### src/rtl/fetch_stage_pkg.sv
// fetch_stage_pkg: shared constants, FSM state type and system-instruction pre-decode for the IF stage
package fetch_stage_pkg;
  localparam logic [6:0]  OPC_SYSTEM  = 7'h73;
  localparam logic [31:0] INST_ECALL  = 32'h0000_0073;
  localparam logic [31:0] INST_EBREAK = 32'h0010_0073;
  localparam logic [31:0] INST_NOP    = 32'h0000_0013;
  typedef enum logic [1:0] {FS_RUN = 2'd0, FS_HALT = 2'd1, FS_FAULT = 2'd2} fs_t;
  // Only exact ECALL/EBREAK encodings stop fetch; other SYSTEM opcodes pass through.
  function automatic logic is_halt_inst(input logic [31:0] inst);
    return inst[6:0] == OPC_SYSTEM && (inst == INST_ECALL || inst == INST_EBREAK);
  endfunction
endpackage

### src/rtl/fetch_stage_if_id_reg.sv
// if_id_reg: IF/ID pipeline register with load (capture) and flush (bubble), async active-low reset
//   clk, rst_n            clock, asynchronous active-low reset
//   load                  capture {fetch_pc, fetch_inst}, mark valid
//   flush                 clear valid, keep pc/inst
//   fetch_pc, fetch_inst  values to capture
//   valid, pc, inst       registered IF/ID contents
module if_id_reg
  import fetch_stage_pkg::*;
(
  input  logic        clk,
  input  logic        rst_n,
  input  logic        load,
  input  logic        flush,
  input  logic [31:0] fetch_pc,
  input  logic [31:0] fetch_inst,
  output logic        valid,
  output logic [31:0] pc,
  output logic [31:0] inst
);
  always_ff @(posedge clk or negedge rst_n) begin
    if (!rst_n) begin
      valid <= 1'b0;
      pc    <= 32'h0;
      inst  <= INST_NOP;
    end else if (load) begin
      valid <= 1'b1;
      pc    <= fetch_pc;
      inst  <= fetch_inst;
    end else if (flush) begin
      valid <= 1'b0;
    end
  end
endmodule

### src/rtl/fetch_stage.sv
// fetch_stage: RV32I IF stage - PC register, next-PC mux, ECALL/EBREAK halt, misaligned-redirect fault
//   clk, rst_n     clock, asynchronous active-low reset
//   stall          hold PC and IF/ID
//   redirect       load redirect_pc (wins over stall), flush IF/ID
//   resume         leave HALT, continue at the held PC
//   imem_addr      word address pc[IMEM_AW+1:2] (combinational)
//   imem_data      instruction at imem_addr, same cycle
//   if_id_*        IF/ID register toward decode
//   halted, fault  FSM in HALT/FAULT, FSM in FAULT
module fetch_stage
  import fetch_stage_pkg::*;
#(
  parameter logic [31:0] RESET_PC = 32'h0,
  parameter int          IMEM_AW  = 6
) (
  input  logic               clk,
  input  logic               rst_n,
  input  logic               stall,
  input  logic               redirect,
  input  logic [31:0]        redirect_pc,
  input  logic               resume,
  output logic [IMEM_AW-1:0] imem_addr,
  input  logic [31:0]        imem_data,
  output logic               if_id_valid,
  output logic [31:0]        if_id_pc,
  output logic [31:0]        if_id_inst,
  output logic               halted,
  output logic               fault
);
  fs_t         state, state_d;
  logic [31:0] pc, pc_d;
  logic        load, flush;

  always_ff @(posedge clk or negedge rst_n) begin
    if (!rst_n) begin
      state <= FS_RUN;
      pc    <= RESET_PC;
    end else begin
      state <= state_d;
      pc    <= pc_d;
    end
  end

  always_comb begin
    state_d = state;
    pc_d    = pc;
    load    = 1'b0;
    flush   = 1'b0;
    if (state == FS_FAULT) begin
      flush = 1'b1;
    end else if (redirect) begin
      // A redirect from HALT cancels a wrong-path halt; a misaligned target is fatal.
      flush = 1'b1;
      if (redirect_pc[1:0] == 2'b00) begin
        pc_d    = redirect_pc;
        state_d = FS_RUN;
      end else begin
        state_d = FS_FAULT;
      end
    end else if (state == FS_HALT) begin
      flush   = !stall;
      state_d = resume ? FS_RUN : FS_HALT;
    end else if (!stall) begin
      load    = 1'b1;
      pc_d    = pc + 32'd4;
      state_d = is_halt_inst(imem_data) ? FS_HALT : FS_RUN;
    end
  end

  if_id_reg u_if_id (
    .clk       (clk),
    .rst_n     (rst_n),
    .load      (load),
    .flush     (flush),
    .fetch_pc  (pc),
    .fetch_inst(imem_data),
    .valid     (if_id_valid),
    .pc        (if_id_pc),
    .inst      (if_id_inst)
  );

  assign imem_addr = pc[IMEM_AW+1:2];
  assign halted    = state != FS_RUN;
  assign fault     = state == FS_FAULT;
endmodule
### config.mk
export PLATFORM = sky130hd
export DESIGN_NAME = fetch_stage
export DESIGN_NICKNAME = d
export VERILOG_FILES = /design/src/rtl/fetch_stage_pkg.sv /design/src/rtl/fetch_stage_if_id_reg.sv /design/src/rtl/fetch_stage.sv
export SDC_FILE = /design/constraint.sdc
export NUM_CORES = 1
export LEC_CHECK = 0
export ABC_AREA = 1
export BUFFER_PORTS_ARGS = -buffer_cell sky130_fd_sc_hd__buf_2
export CORE_MARGIN = 2
export CORE_UTILIZATION = 52
export CTS_CLUSTER_DIAMETER = 60
export CTS_CLUSTER_SIZE = 25
export DETAILED_ROUTE_END_ITERATION = 10
export PLACE_DENSITY = 0.77
export SETUP_SLACK_MARGIN = 0.3
export SLEW_MARGIN = 15
export SYNTH_ARGS = -nofsm -noshare
export SYNTH_HDL_FRONTEND = slang
export SYNTH_SLANG_ARGS = --single-unit
### constraint.sdc
create_clock -name clk -period 2 [get_ports clk]
set_clock_uncertainty 0.05 [all_clocks]
set_input_delay 0.3 -clock clk [delete_from_list [all_inputs] [get_ports clk]]
set_output_delay 0.3 -clock clk [all_outputs]
set_load 0.03 [all_outputs]
==> reports/metrics.csv <==
metric,value,unit
status,"finished, final reports clean",
syn_area_per_cell,7.80,um2
"commonest non-fill, non-tap cell in the layout",nand2_1,
final count of pins violating max slew,0,
gr ovfl total,0,
synthesized instance count,642,
io pins,142,
# setup viols final,0,
Num CTS Buffers,9,
RSZ-0062 raised after global routing,true,
Sequential Power Share,40.2,%
Crit Path Max Fanout,4,
final worst setup slack,0.331,ns
# fillers,771,
vias in the first global route,4383,
Power Density,1280,nW/um2
Iteration-0 DRC Markers,250,
"commonest non-fill, non-tap cells in the layout","nand2_1, buf_2, dfrtp_1",
root buf cell,clkbuf_8,
synth warn,0,
Clock transition at path regs,0.11,ns
antenna violations before repair,0,
FP Rows,35,
sequential share of the synthesized area,49.5,%
fin util,68.1,%
Nets,860,
syn_nets,712,
Clk pwr share,15.3,%
Cells after DPL,896,
CTS tree,yes,
sw frac,46.2,%
Fin. Hold Viols,0,
core box area,9280,um2
drt pass-1 iters,7,
number of antenna diodes,0,
first-pass GRT wire length,20800,um
die area,10400,um2
Final Critical Period,1.67,ns
P_int,4.36,mW
GRT Overall Usage,25.4,%
switching pwr,3.74,mW
Die Height,102,um
Fin Setup TNS,0,ns
crit share post-route,83.4,%
drt total wl,13600,um
RD Place Congestion,0.958,
Sink Count,99,
Pleak,3.22,nW
Worst Tran Pin Value,0.606,ns
antenna-violating nets left,0,
Slew HR,59.6,%
Setup crit end kind,flip-flop,
HPWL after DPL,9680,um
DR vias,4799,
layout cell share with drive strength beyond 1,30.4,%
max-cap violations,0,
die extent in x,102,um
Total Power,8.10,mW
Initial Utilization,53.9,%
Startpoint Class,flip-flop,
Worst Setup Path Type,reg -> reg,
# port buffers,141,
clk buf depth,2,
Gate power share,44.4,%
drc violations,0,
CTS HTree Levels,3,
"FF+latch count, synth",99,
synthesized cell area,5010,um2
CP arrival,1.90,ns
Worst Hold Class,in -> reg,
Final Non-Filler Cells,924,
P&R area growth vs syn,26.3,%
CP Data Required Time,2.23,ns
drt wl/cell,14.7,um
max frequency,599,MHz
largest net degree at the start of global routing,42,
VDD IR max,0.676,mV
Setup WS pre-CTS,0.0262,ns
clock insertion delay at the later pin of the skew report,0.37,ns
Synth cell types,29,
Vias per Instance,5.19,
[worst paths after layout]
| kind | start | end | slack (ns) | depth (start not counted) |
|---|---|---|---|---|
| hold / removal | imem_data[20] | u_if_id.inst[20] | 0.12 | 2 |
| min in group asynchronous | rst_n | u_if_id.pc[20] | 0.39 | 2 |
| setup reg to reg | pc[3] | pc[20] | 0.33 | 10 |
| hold reg to reg | u_if_id.pc[24] | u_if_id.pc[24] | 0.44 | 2 |
| setup / recovery | pc[3] | pc[20] | 0.33 | 10 |
| max in group asynchronous | rst_n | pc[1] | 0.80 | 3 |
[through the flow]
step / hold WS (ns) / instance area (um2)
after floorplan: -0.0456 / 5010
after global placement: 0.280 / 5890
after detailed placement: 0.280 / 5890
after CTS: 0.101 / 6140
after global routing: 0.104 / 6320
final: 0.119 / 6320
[critical path, stage by stage (launching register included)]
cell      delay (ns)
dfrtp_2         0.41
ha_2            0.21
nand2_1         0.10
nor2_4          0.15
nand3b_1        0.21
nor2_2          0.19
nand2_1         0.06
nand2_1         0.05
nand2_1         0.05
nand2_1         0.06
inv_1           0.03
[sequential cells by signal, summed over array words and instances (netlist names)]
name	cells
pc	32
state	2
u_if_id.inst	32
u_if_id.pc	32
u_if_id.valid	1
[routing by layer]
layer	routed length [um]	GRT usage [%]	part of all wire [%]
met5	0	0	0
met4	236	7.79	1.7
met3	908	4.04	6.7
met1	6050	33.5	44
met2	6400	43.5	47
[power by group through the flow]
stage / clock network (mW) / logic [mW] / registers, mW
2_1_floorplan: 0 / 1.45 / 4.17
3_3_place_gp: 0 / 3.32 / 3.26
3_5_place_dp: 0 / 3.39 / 3.30
4_1_cts: 1.26 / 3.45 / 3.25
5_1_grt: 1.33 / 3.92 / 3.36
6_report: 1.24 / 3.60 / 3.26
[repair_timing]
action                     in CTS  in global routing
hold buffers                    1                  0
hold endpoints to repair       39                  0
buffers inserted                1                  6
pin swaps                       0                  3
gates cloned                    1                  3
gates resized for setup        11                 23
setup endpoints to repair      23                 70
[logic make-up (layout without fill, tap and decap cells)]
group | Yosys count | after routing | share of synthesized area (%)
AND/OR/NAND/NOR | 345 | 345 | 27.8
flip-flops | 99 | 99 | 49.5
buffers and inverters | 86 | 238 | 7.27
AO/OA/AOI/OAI | 81 | 82 | 8.47
multiplexers | 29 | 29 | 6.52
adder cells (fa/ha/maj) | 1 | 1 | 0.250
XOR/XNOR | 1 | 1 | 0.175
[synth_stat cells, drive strengths merged]
library cell	number	area, um2
clkbuf	14	52.6
o22ai	2	12.5
a21oi	5	25.0
nand4	4	25.0
buf	15	97.6
nand2	198	746
mux2	29	327
dfstp	3	78.8
ha	1	12.5
o21ai	66	330
o21bai	1	7.51
nor2	96	363
xor2	1	8.76
a22oi	2	15.0
nor3	4	31.3
dfrtp	96	2400
o211ai	2	15.0
nand3	40	205
and2	1	6.26
inv	57	214
nand3b	2	15.0
a31oi	3	18.8
[layout make-up]
type / count / area (um2) / share of cell area (%)
Timing Repair Buffer: 165 / 1000 / 15.8
Clock inverter: 7 / 61.3 / 0.969
Tap cell: 129 / 161 / 2.55
Sequential cell: 99 / 2480 / 39.3
Clock buffer: 9 / 124 / 1.96
Inverter: 57 / 214 / 3.38
Multi-Input combinational cell: 458 / 2280 / 36.1
Power figures use the tool's default switching activity.
